[src/rtl/as_jtag_imem_host_pkg.sv]
// Shared definitions for the JTAG I-Mem boot-load host.
// Scan geometry, IR opcode and host FSM states.
package as_jtag_imem_host_pkg;

   localparam int ir_width       = 8;
   localparam int im_addr_width  = 15;
   localparam int im_data_width  = 32;
   localparam int im_scan_length = im_addr_width + im_data_width + 1;

   localparam logic [ir_width-1:0] jtag_imem_opc_c = 8'h02;
   localparam int jtag_tlr_steps_c = 5;

   typedef enum logic [3:0] {
      JH_TLR,
      JH_IDLE,
      JH_IR_HDR,
      JH_IR_SHIFT,
      JH_IR_TAIL,
      JH_DR_HDR,
      JH_DR_SHIFT,
      JH_DR_TAIL,
      JH_DONE
   } e_jtag_host_st;

   // TMS for a tck step, given the steps still left in that state
   function automatic logic jtag_host_tms(e_jtag_host_st st,
                                          int unsigned cnt);
      logic t;
      case (st)
         JH_TLR:                   t = (cnt != 0);
         JH_IR_HDR:                t = (cnt >= 2);
         JH_IR_SHIFT, JH_DR_SHIFT: t = (cnt == 0);
         JH_IR_TAIL, JH_DR_TAIL:   t = (cnt == 1);
         JH_DR_HDR:                t = (cnt == 2);
         default:                  t = 1'b0;
      endcase
      return t;
   endfunction

endpackage

[src/rtl/as_jtag_imem_host_tck.sv]
// TCK divider: toggles tck every TCK_HALF clks while run is high.
// fall_en / rise_en flag the clk cycle in which tck changes.
module as_jtag_tck_gen #(
   parameter int TCK_HALF = 4
) (
   input  logic clk,
   input  logic rst,
   input  logic run,
   output logic tck,
   output logic fall_en,
   output logic rise_en
);

   localparam int DIV_W = (TCK_HALF > 1) ? $clog2(TCK_HALF) : 1;
   localparam logic [DIV_W-1:0] DIV_MAX = DIV_W'(TCK_HALF - 1);

   logic [DIV_W-1:0] div_q, div_d;
   logic             tck_q, tck_d;
   logic             wrap;

   always_comb begin
      wrap  = run && (div_q == DIV_MAX);
      div_d = div_q;
      tck_d = tck_q;
      if (!run) begin
         div_d = '0;
         tck_d = 1'b0;
      end else if (wrap) begin
         div_d = '0;
         tck_d = ~tck_q;
      end else begin
         div_d = div_q + 1'b1;
      end
   end

   always_ff @(posedge clk) begin
      if (rst) begin
         div_q <= '0;
         tck_q <= 1'b0;
      end else begin
         div_q <= div_d;
         tck_q <= tck_d;
      end
   end

   assign tck     = tck_q;
   assign fall_en = wrap && tck_q;
   assign rise_en = wrap && !tck_q;

endmodule

[src/rtl/as_jtag_imem_host.sv]
// JTAG TAP initiator that loads the core I-Mem through its scan DR.
// One request = optional IR load, then one full DR scan.
module as_jtag_imem_host
   import as_jtag_imem_host_pkg::*;
#(
   parameter int TCK_HALF = 4,
   parameter int IR_W = ir_width,
   parameter logic [IR_W-1:0] IMEM_OPC = IR_W'(jtag_imem_opc_c),
   parameter int AW = im_addr_width,
   parameter int DW = im_data_width,
   parameter int SCAN_W = AW + DW + 1
) (
   input  logic              clk,
   input  logic              rst,
   input  logic              req_valid,
   output logic              req_ready,
   input  logic [AW-1:0]     req_addr,
   input  logic [DW-1:0]     req_data,
   input  logic              req_wen,
   input  logic              reinit,
   output logic              done,
   output logic [SCAN_W-1:0] rd_vec,
   output logic              tck,
   output logic              tms,
   output logic              tdi,
   input  logic              tdo
);

   localparam int CW = $clog2(SCAN_W + 1);

   e_jtag_host_st     state_q, state_d;
   logic [CW-1:0]     cnt_q, cnt_d, cnt_dec;
   logic              tms_q, tms_d;
   logic              tdi_q, tdi_d;
   logic [SCAN_W-1:0] vec_q, vec_d;
   logic [IR_W-1:0]   irsh_q, irsh_d;
   logic [SCAN_W-1:0] cap_q, cap_d;
   logic [SCAN_W-1:0] rd_vec_q, rd_vec_d;
   logic              ir_loaded_q, ir_loaded_d;
   logic              reinit_pend_q, reinit_pend_d;
   logic              run, fall_en, rise_en, last;

   // Steps remaining after the first step of a freshly entered state
   function automatic logic [CW-1:0] entry_cnt(e_jtag_host_st s);
      logic [CW-1:0] c;
      case (s)
         JH_TLR:      c = CW'(jtag_tlr_steps_c);
         JH_IR_HDR:   c = CW'(3);
         JH_IR_SHIFT: c = CW'(IR_W - 1);
         JH_IR_TAIL:  c = CW'(1);
         JH_DR_HDR:   c = CW'(2);
         JH_DR_SHIFT: c = CW'(SCAN_W - 1);
         JH_DR_TAIL:  c = CW'(1);
         default:     c = '0;
      endcase
      return c;
   endfunction

   as_jtag_tck_gen #(
      .TCK_HALF (TCK_HALF)
   ) u_tck (
      .clk     (clk),
      .rst     (rst),
      .run     (run),
      .tck     (tck),
      .fall_en (fall_en),
      .rise_en (rise_en)
   );

   assign last    = fall_en && (cnt_q == '0);
   assign cnt_dec = cnt_q - 1'b1;

   always_ff @(posedge clk) begin
      if (rst) state_q <= JH_TLR;
      else     state_q <= state_d;
   end

   always_comb begin
      state_d = state_q;
      unique case (state_q)
         JH_TLR:      if (last) state_d = JH_IDLE;
         JH_IDLE: begin
            if (reinit)         state_d = JH_TLR;
            else if (req_valid) state_d = ir_loaded_q ? JH_DR_HDR
                                                      : JH_IR_HDR;
         end
         JH_IR_HDR:   if (last) state_d = JH_IR_SHIFT;
         JH_IR_SHIFT: if (last) state_d = JH_IR_TAIL;
         JH_IR_TAIL:  if (last) state_d = JH_DR_HDR;
         JH_DR_HDR:   if (last) state_d = JH_DR_SHIFT;
         JH_DR_SHIFT: if (last) state_d = JH_DR_TAIL;
         JH_DR_TAIL:  if (last) state_d = JH_DONE;
         JH_DONE: begin
            state_d = (reinit_pend_q || reinit) ? JH_TLR : JH_IDLE;
         end
         default:     state_d = JH_TLR;
      endcase
   end

   // A reinit in IDLE blocks acceptance so the TLR is never skipped
   always_comb begin
      req_ready = (state_q == JH_IDLE) && !reinit;
      done      = (state_q == JH_DONE);
      run       = !(state_q inside {JH_IDLE, JH_DONE});
   end

   always_comb begin
      cnt_d         = cnt_q;
      tms_d         = tms_q;
      tdi_d         = tdi_q;
      vec_d         = vec_q;
      irsh_d        = irsh_q;
      cap_d         = cap_q;
      rd_vec_d      = rd_vec_q;
      ir_loaded_d   = ir_loaded_q;
      reinit_pend_d = reinit_pend_q;

      if (req_valid && req_ready) vec_d = {req_wen, req_data, req_addr};

      if (state_d != state_q) begin
         cnt_d = entry_cnt(state_d);
         tms_d = jtag_host_tms(state_d, 32'(entry_cnt(state_d)));
         tdi_d = 1'b0;
         if (state_d == JH_IR_SHIFT) begin
            irsh_d = IMEM_OPC;
            tdi_d  = IMEM_OPC[0];
         end
         if (state_d == JH_DR_SHIFT) tdi_d = vec_q[0];
         if (state_d == JH_DONE) rd_vec_d = cap_q;
      end else if (fall_en) begin
         cnt_d = cnt_dec;
         tms_d = jtag_host_tms(state_q, 32'(cnt_dec));
         if (state_q == JH_IR_SHIFT) begin
            tdi_d  = irsh_q[1];
            irsh_d = {1'b0, irsh_q[IR_W-1:1]};
         end
         if (state_q == JH_DR_SHIFT) begin
            tdi_d = vec_q[1];
            vec_d = {1'b0, vec_q[SCAN_W-1:1]};
         end
      end

      if (rise_en && state_q == JH_DR_SHIFT) begin
         cap_d = {tdo, cap_q[SCAN_W-1:1]};
      end

      if (state_q == JH_IR_TAIL && state_d == JH_DR_HDR) begin
         ir_loaded_d = 1'b1;
      end
      if (reinit && !(state_q inside {JH_IDLE, JH_TLR})) begin
         reinit_pend_d = 1'b1;
      end
      if (state_d == JH_TLR) begin
         ir_loaded_d   = 1'b0;
         reinit_pend_d = 1'b0;
      end
   end

   always_ff @(posedge clk) begin
      if (rst) begin
         cnt_q         <= CW'(jtag_tlr_steps_c);
         tms_q         <= 1'b1;
         tdi_q         <= 1'b0;
         vec_q         <= '0;
         irsh_q        <= '0;
         cap_q         <= '0;
         rd_vec_q      <= '0;
         ir_loaded_q   <= 1'b0;
         reinit_pend_q <= 1'b0;
      end else begin
         cnt_q         <= cnt_d;
         tms_q         <= tms_d;
         tdi_q         <= tdi_d;
         vec_q         <= vec_d;
         irsh_q        <= irsh_d;
         cap_q         <= cap_d;
         rd_vec_q      <= rd_vec_d;
         ir_loaded_q   <= ir_loaded_d;
         reinit_pend_q <= reinit_pend_d;
      end
   end

   assign tms    = tms_q;
   assign tdi    = tdi_q;
   assign rd_vec = rd_vec_q;

endmodule

[config.mk]
export PLATFORM = sky130hd
export DESIGN_NAME = as_jtag_imem_host
export DESIGN_NICKNAME = d
export VERILOG_FILES = /design/src/rtl/as_jtag_imem_host_pkg.sv /design/src/rtl/as_jtag_imem_host_tck.sv /design/src/rtl/as_jtag_imem_host.sv
export SDC_FILE = /design/constraint.sdc
export NUM_CORES = 1
export LEC_CHECK = 0
export BUFFER_PORTS_ARGS = -buffer_cell sky130_fd_sc_hd__clkbuf_2
export CAP_MARGIN = 0
export CORE_ASPECT_RATIO = 0.5
export CORE_MARGIN = 10
export CORE_UTILIZATION = 56
export DETAILED_ROUTE_END_ITERATION = 7
export HOLD_SLACK_MARGIN = 0.05
export PLACE_DENSITY = 0.89
export SYNTH_ARGS = -nofsm -noshare
export SYNTH_HDL_FRONTEND = slang
export SYNTH_SLANG_ARGS = --single-unit
[constraint.sdc]
create_clock -name clk -period 2.71 [get_ports clk]
set_input_delay 0.813 -clock clk [delete_from_list [all_inputs] [get_ports clk]]
set_output_delay 0.813 -clock clk [all_outputs]
set_load 0.005 [all_outputs]
==> results of run 1 <==
==> power groups by stage <==
stage / Sequential (mW) / Combinational, mW / Clock, mW
global placement: 2.45 / 0.134 / 0
finish: 2.40 / 0.140 / 2.22
CTS: 2.40 / 0.138 / 2.25
floorplan: 2.45 / 0.0742 / 0
global route: 2.40 / 0.153 / 2.36
detailed placement: 2.45 / 0.136 / 0
==> cell families (layout without fill, tap and decap cells) <==
| family | Yosys count | count (layout) |
|---|---|---|
| AOI/OAI and AO/OA | 187 | 187 |
| and+or+nand+nor | 317 | 317 |
| xor gates and xnor gates | 9 | 9 |
| DFF | 162 | 162 |
| buffers and inverters | 67 | 160 |
| muxes | 50 | 50 |
| adders and majority gates | 6 | 6 |
==> synthesized netlist by cell type (2+ instances only) <==
| cell type | n |
|---|---|
| o21a_1 | 2 |
| o21ai_0 | 8 |
| and3b_1 | 2 |
| a31oi_1 | 3 |
| buf_2 | 16 |
| nor2b_1 | 6 |
| and3_1 | 6 |
| nand2_1 | 203 |
| and4bb_2 | 2 |
| buf_4 | 2 |
| nand2b_1 | 2 |
| nor3b_1 | 2 |
| or4b_1 | 2 |
| ha_1 | 6 |
| nand3b_1 | 2 |
| a211oi_1 | 47 |
| inv_1 | 4 |
| xor2_1 | 5 |
| nor2_1 | 57 |
| dfxtp_1 | 162 |
| xnor2_1 | 4 |
| a21oi_1 | 107 |
| a21o_1 | 2 |
| nor4b_1 | 4 |
| mux2i_1 | 49 |
| nand3_1 | 6 |
| nand4_1 | 4 |
| nor3_1 | 8 |
| a22oi_1 | 2 |
| clkbuf_1 | 37 |
| buf_1 | 2 |
| buf_6 | 6 |
| a32o_1 | 2 |
| nor4bb_1 | 2 |
==> layout make-up <==
type | count | area (µm²) | area share
clock inverter | 12 | 98.8 | 0.0125
tap | 165 | 206 | 0.0261
sequential | 162 | 3240 | 0.410
inverter | 4 | 15.0 | 0.00190
multi-input combinational | 569 | 3190 | 0.403
clock buffer | 20 | 447 | 0.0564
timing repair buffer | 124 | 721 | 0.0910
==> metal layers <==
layer,global-route usage,share of wire
met5,0,0
met4,0.0557,0.0096
met3,0.0473,0.061
met2,0.291,0.48
met1,0.223,0.45
==> cell usage in the layout, fill, tap and decap left out, drive strengths merged, types with 3 or more instances in the layout <==
cell type / Yosys / final
a31oi: 3 / 3
nand2: 203 / 203
o21ai: 8 / 8
nand3b: 3 / 3
xor2: 5 / 5
nor4b: 4 / 4
mux2i: 49 / 49
ha: 6 / 6
a211oi: 47 / 47
dfxtp: 162 / 162
clkbuf: 37 / 124
clkinv: 0 / 3
and3: 6 / 6
nor2: 58 / 58
buf: 26 / 20
xnor2: 4 / 4
nor3: 8 / 8
a21oi: 107 / 107
inv: 4 / 10
clkinvlp: 0 / 3
nor2b: 6 / 6
nand3: 6 / 6
nand4: 4 / 4
==> repair_timing <==
action                                 4_1_cts  5_1_grt
setup endpoints to repair                    0        1
endpoints found under the hold margin        0        0
gates resized for setup                      0        2
==> worst paths after layout <==
path                                  endpoint  slack (ns)  cells past startpoint
worst max-delay path                 req_ready        0.23                      3
worst min-delay path            u_tck.div_q[0]        0.43                      1
worst max register to register       vec_q[18]        0.25                      9
worst min register to register  u_tck.div_q[0]        0.43                      1
==> state kept, by name, summed over array words and instances, names as in the netlist <==
register and cells:
rd_vec 48, cnt_q 6, tdi 1, u_tck.tck 1, irsh_q 1, ir_loaded_q 1, reinit_pend_q 1, cap_q 48
state_q 4, vec_q 48, u_tck.div_q 2, tms 1
==> metrics by stage <==
step / cell area (µm²) / hold slack (ns)
finish: 7920 / 0.431
global route: 7920 / 0.466
global placement: 7370 / 0.413
detailed placement: 7370 / 0.424
CTS: 7910 / 0.433
floorplan: 6750 / 0.408
==> results.md, run 1 <==
* Post-synthesis compound-gate area fraction at 0.168
* Top cell type's share of synthesized area at 0.481
* CP startpoint: state_q[0]
* Area grow syn2layout at 17.4%
* Critical Path RT at 1.90 ns
* DPL Wire Length at 10500 µm
* Antenna Cells at 0
* Hold WC Path Type: reg -> reg
* Slew Limit Headroom at 0.521
* Die width at 175 µm
* Starting Density at 0.571
* GRT Util Overall at 0.178
* Synth cell types at 58
* Die Footprint at between 0.015 and 0.02 mm²
* Clock Sinks at 162
* Height of the die at 97.6 µm
* GP Congestion at 0.944
* P_int at 3.66 mW
* Mapped Area at slightly below 0.007 mm²
* Nets at around 940
* Fmax achieved at 403 MHz
* CP peak stage delay at 0.62 ns
* Fillers at 965
* Setup-failing EPs final at 0
* Non-Filler Instances at ~1100
* Ys flop type: dfxtp_1
* Simple-gate share of the synthesized area at 0.206
* Worst path slowest cell: dfxtp_1
* CP Capture Type: primary output
* RSZ-0062 raised after global routing: no
* Switching Share at 0.230
* Yosys warns at 0
* Row count at 28
* Hold Startpoint: u_tck.div_q[0]
* Vias at approximately 5800
* CP Launch Type: flip-flop
* Combinational power share at 0.029
* Adder-cell share of the synthesized area at 0.0111
* Antenna Nets Post-Route at 0
* Post-Place Setup Slack at between 0.1 and 0.15 ns
* Sum Neg Setup Slack at 0 ns
* Top post-synthesis cells by area: dfxtp_1, nand2_1, a21oi_1
* Post-synthesis mux area share at 0.0744
* Period utilisation layout at 0.916
* Cells after Synth at around 800
* Outcome: finished clean
* Cts hold-fix bufs at 0
* Asr flop ratio synth at 0
* Post-Place Cells at 1024
* Antenna violations before repair at 0
* Initial DRC Count at 592
* Fin util at 0.671
* Post-synthesis xor/xnor area fraction at 0.0117
* Reg-to-Reg Start: cnt_q[0]
* Core area at 0.0118 mm²
* DRC errors left at 0
* Hold Vio Cnt, Final at 0
* Critical path arrival at 1.67 ns
* Drt wl/cell at 14.9 µm
* Number of H-tree levels at 4
* GRT overflow at 0
* PwrDens at 601 mW/mm²
* Post-synth EDFFs at 0
* Fin crit period at 2.48 ns
* I/O Buffers at 105
* Vias in the first global route at 5358
* Largest delay share family, worst path: flip-flops
* Worst Max-Slew Pin Slew at 0.709 ns
* Post-synthesis sequential area ratio at 0.481
* Lkg Pwr at 3.01 nW
* Seq cells post-synth at 162
* Maximum clock insertion buffer count at 2
* CTS tree: done
* 1st-pass router iterations at 5
* Global-route wire length before repair at 25900 µm
* Via density at 5.45
* Crit path cell chain: nand2b_1, nor3_1, clkbuf_2
* Post-Route WL at 15800 µm
* CP Class: reg -> out
* Num ports at 106
* Clock Skew at 0.0118 ns
* Total CTS buffers at 17
* Cell taking the most area after synthesis: dfxtp_1
* Worst skew pair latency at about 0.42 ns
* Critical path fanouts, max at 12
* Power after layout at 4.76 mW
* Worst-path clk slew at 0.06 ns
* Syn_nets at 857
* CP Buf/Inv Count at 1
* Largest net degree at the start of global routing at 96
* Max-cap viol count at 0
* VDD IR max at 0.000352 V
* Worst setup margin at around 0.23 ns
* Sequential group share of total power at 0.504
* Syn_area_per_cell at 8.45 µm²
* Root buf cell: clkbuf_16
* Largest family of logic cells by synthesized area: simple AND/OR/NAND/NOR gates
* Sw Pwr at ~1.1 mW
* Setup bufs post-CTS at 0
* Final Max Slew Viols at 0
* Clk network pwr share at 0.467
* Layout cells sized above 1 at 0.183
Power figures use the tool's default switching activity.
==> run 2, diff against run 1 <==
--- a/config.mk
+++ b/config.mk
@@ -5,7 +5,7 @@
 export SDC_FILE = /design/constraint.sdc
 export NUM_CORES = 1
 export LEC_CHECK = 0
-export BUFFER_PORTS_ARGS = -buffer_cell sky130_fd_sc_hd__clkbuf_2
+export BUFFER_PORTS_ARGS = -buffer_cell sky130_fd_sc_hd__buf_2
 export CAP_MARGIN = 0
 export CORE_ASPECT_RATIO = 0.5
 export CORE_MARGIN = 10
@@ -13,6 +13,7 @@
 export DETAILED_ROUTE_END_ITERATION = 7
 export HOLD_SLACK_MARGIN = 0.05
 export PLACE_DENSITY = 0.89
+export SETUP_SLACK_MARGIN = 0.05
 export SYNTH_ARGS = -nofsm -noshare
 export SYNTH_HDL_FRONTEND = slang
 export SYNTH_SLANG_ARGS = --single-unit
==> results.md, run 2 (same netlist as run 1, synthesis figures left out) <==
* Hold path depth at 1 (unchanged)
* Worst path slowest cell: dfxtp_1 (unchanged)
* GRT overflow at 0 (unchanged)
* PwrDens at 603 mW/mm² (was 601 mW/mm²)
* Crit path cell chain: nand2b_1, nor3_1, buf_2 (was nand2b_1, nor3_1, clkbuf_2)
* Non-Filler Instances at 1056 (unchanged)
* GP Congestion at 0.942 (was 0.944)
* Maximum clock insertion buffer count at 2 (unchanged)
* Period utilisation layout at 0.925 (was 0.916)
* Post-Route WL at 16300 µm (was 15800 µm)
* Worst R2R Path Depth at 8 (was 9)
* Total CTS buffers at 17 (unchanged)
* Hold Vio Cnt, Final at 0 (unchanged)
* GRT Util Overall at 0.182 (was 0.178)
* CP Capture Type: primary output (unchanged)
* Antenna Nets Post-Route at 0 (unchanged)
* Hold Startpoint: u_tck.div_q[0] (unchanged)
* Antenna Cells at 0 (unchanged)
* Sequential group share of total power at 0.500 (was 0.504)
* CTS tree: done (unchanged)
* Worst skew pair latency at 0.42 ns (about the same)
* Height of the die at 97.6 µm (unchanged)
* Starting Density at 0.571 (unchanged)
* Critical path arrival at 1.69 ns (was 1.67 ns)
* Nets at 937 (unchanged)
* Reg2Reg Setup Slack at 0.25 ns (about the same)
* Sum Neg Setup Slack at 0 ns (unchanged)
* Largest delay share family, worst path: flip-flops (unchanged)
* I/O Buffers at 105 (unchanged)
* Worst-path clk slew at 0.06 ns (about the same)
* Critical Path RT at 1.90 ns (about the same)
* Largest net degree at the start of global routing at 96 (unchanged)
* CP Launch Type: flip-flop (unchanged)
* CP Buf/Inv Count at 1 (unchanged)
* Critical path fanouts, max at 12 (unchanged)
* Die Footprint at 0.0171 mm² (unchanged)
* Via density at 5.55 (was 5.45)
* Fin crit period at 2.51 ns (was 2.48 ns)
* Worst setup margin at 0.205 ns (was 0.226 ns)
* Number of H-tree levels at 4 (unchanged)
* Combinational power share at 0.029 (about the same)
* Layout cells sized above 1 at 0.183 (unchanged)
* Clock Skew at 0.0102 ns (was 0.0118 ns)
* Hold WC Path Type: reg -> reg (unchanged)
* Clock Sinks at 162 (unchanged)
* 1st-pass router iterations at 5 (unchanged)
* Worst reg2reg path endpoint: cnt_q[2] (was vec_q[18])
* Sw Pwr at 1.11 mW (was 1.10 mW)
* DPL Wire Length at 10400 µm (was 10500 µm)
* Row count at 28 (unchanged)
* CP peak stage delay at 0.62 ns (about the same)
* Worst Max-Slew Pin Slew at 0.615 ns (was 0.709 ns)
* Final Max Slew Viols at 0 (unchanged)
* Min-Delay Endpoint: u_tck.div_q[0] (unchanged)
* Drt wl/cell at 15.5 µm (was 14.9 µm)
* Fmax achieved at 399 MHz (was 403 MHz)
* VDD IR max at 0.000421 V (was 0.000352 V)
* Most common cell after layout, fill and taps aside: nand2_1 (unchanged)
* Most frequent cells in the layout: nand2_1, dfxtp_1, a21oi_1 (unchanged)
* Global-route wire length before repair at 26700 µm (was 25900 µm)
* DRC errors left at 0 (unchanged)
* Root buf cell: clkbuf_16 (unchanged)
* RSZ-0062 raised after global routing: no (unchanged)
* P_int at 3.69 mW (was 3.66 mW)
* Cts hold-fix bufs at 0 (unchanged)
* Reg-to-Reg Start: cnt_q[0] (unchanged)
* Post-Place Setup Slack at 0.160 ns (was 0.146 ns)
* Power after layout at 4.80 mW (was 4.76 mW)
* Vias in the first global route at 5468 (was 5358)
* Initial DRC Count at 627 (was 592)
* Outcome: finished clean (unchanged)
* Switching Share at 0.231 (was 0.230)
* Die width at 175 µm (unchanged)
* Slew Limit Headroom at 0.585 (was 0.521)
* Core area at 0.0118 mm² (unchanged)
* Max-cap viol count at 0 (unchanged)
* Area grow syn2layout at 17.9% (was 17.4%)
* Setup-failing EPs final at 0 (unchanged)
* Vias at 5864 (was 5753)
* Antenna violations before repair at 0 (unchanged)
* Num ports at 106 (unchanged)
* CP Class: reg -> out (unchanged)
* Hold WS at 0.445 ns (was 0.431 ns)
* Lkg Pwr at 3.06 nW (was 3.01 nW)
* Clk network pwr share at 0.471 (was 0.467)
* Post-Place Cells at 1023 (was 1024)
==> run 2: cell count changes in the layout (fill, tap and decap cells not counted) <==
| cell | delta |
|---|---|
| buf_16 | +1 |
| clkinv_2 | -1 |
| clkbuf_16 | +1 |
| clkbuf_2 | -104 |
| buf_4 | -1 |
| buf_2 | +104 |
| buf_12 | -1 |
| clkbuf_8 | +1 |
==> run 2: stage by stage <==
step,instance area (µm²),util
6_report,7950,0.674
2_1_floorplan,6750,-
5_1_grt,7950,0.674
4_1_cts,7920,0.670
3_3_place_gp,7360,0.623
3_5_place_dp,7360,0.623
==> run 2: how the worst max path moves through the flow <==
stage | startpoint | cells past startpoint | endpoint
4_1_cts | cnt_q[0] | 8 | cnt_q[2]
3_5_place_dp | cnt_q[0] | 8 | cnt_q[2]
6_report | state_q[0] | 3 | req_ready
2_1_floorplan | req_valid | 7 | cnt_q[1]
3_3_place_gp | cnt_q[0] | 8 | cnt_q[2]
5_1_grt | cnt_q[0] | 8 | cnt_q[2]
==> run 2: cell type report <==
| cell class | instances | area, µm² |
|---|---|---|
| timing repair buffer | 124 | 746 |
| tap | 165 | 206 |
| inverter | 4 | 15.0 |
| multi-input combinational | 569 | 3190 |
| fill | 933 | 3850 |
| sequential | 162 | 3240 |
| clock inverter | 11 | 93.8 |
| clock buffer | 21 | 460 |
==> run 2: power groups by stage <==
stage               registers (mW)  logic [mW]  clock network (mW)
finish                        2.40       0.141                2.26
floorplan                     2.45      0.0742                   0
global placement              2.45       0.134                   0
CTS                           2.40       0.139                2.27
global route                  2.40       0.154                2.39
detailed placement            2.45       0.137                   0
==> run 2: timing repair <==
action	CTS	global route
gates resized for setup	0	3
setup endpoints to repair	0	4
buffers inserted	0	0
==> run 2: worst reg2reg max path, delay by kind of cell, from the launching register on <==
family / cells / cell delay [ns]
AOI/OAI and AO/OA: 2 / 0.39
adders and majority gates: 1 / 0.20
buffers and inverters: 1 / 0.16
DFF: 1 / 0.37
and+or+nand+nor: 4 / 1.28
==> run 2: routing by layer <==
layer	wire length, µm	global-route usage	share of wire
met2	7800	0.304	0.48
met3	976	0.0469	0.060
met4	172	0.0479	0.011
met5	0	0	0
met1	7390	0.229	0.45
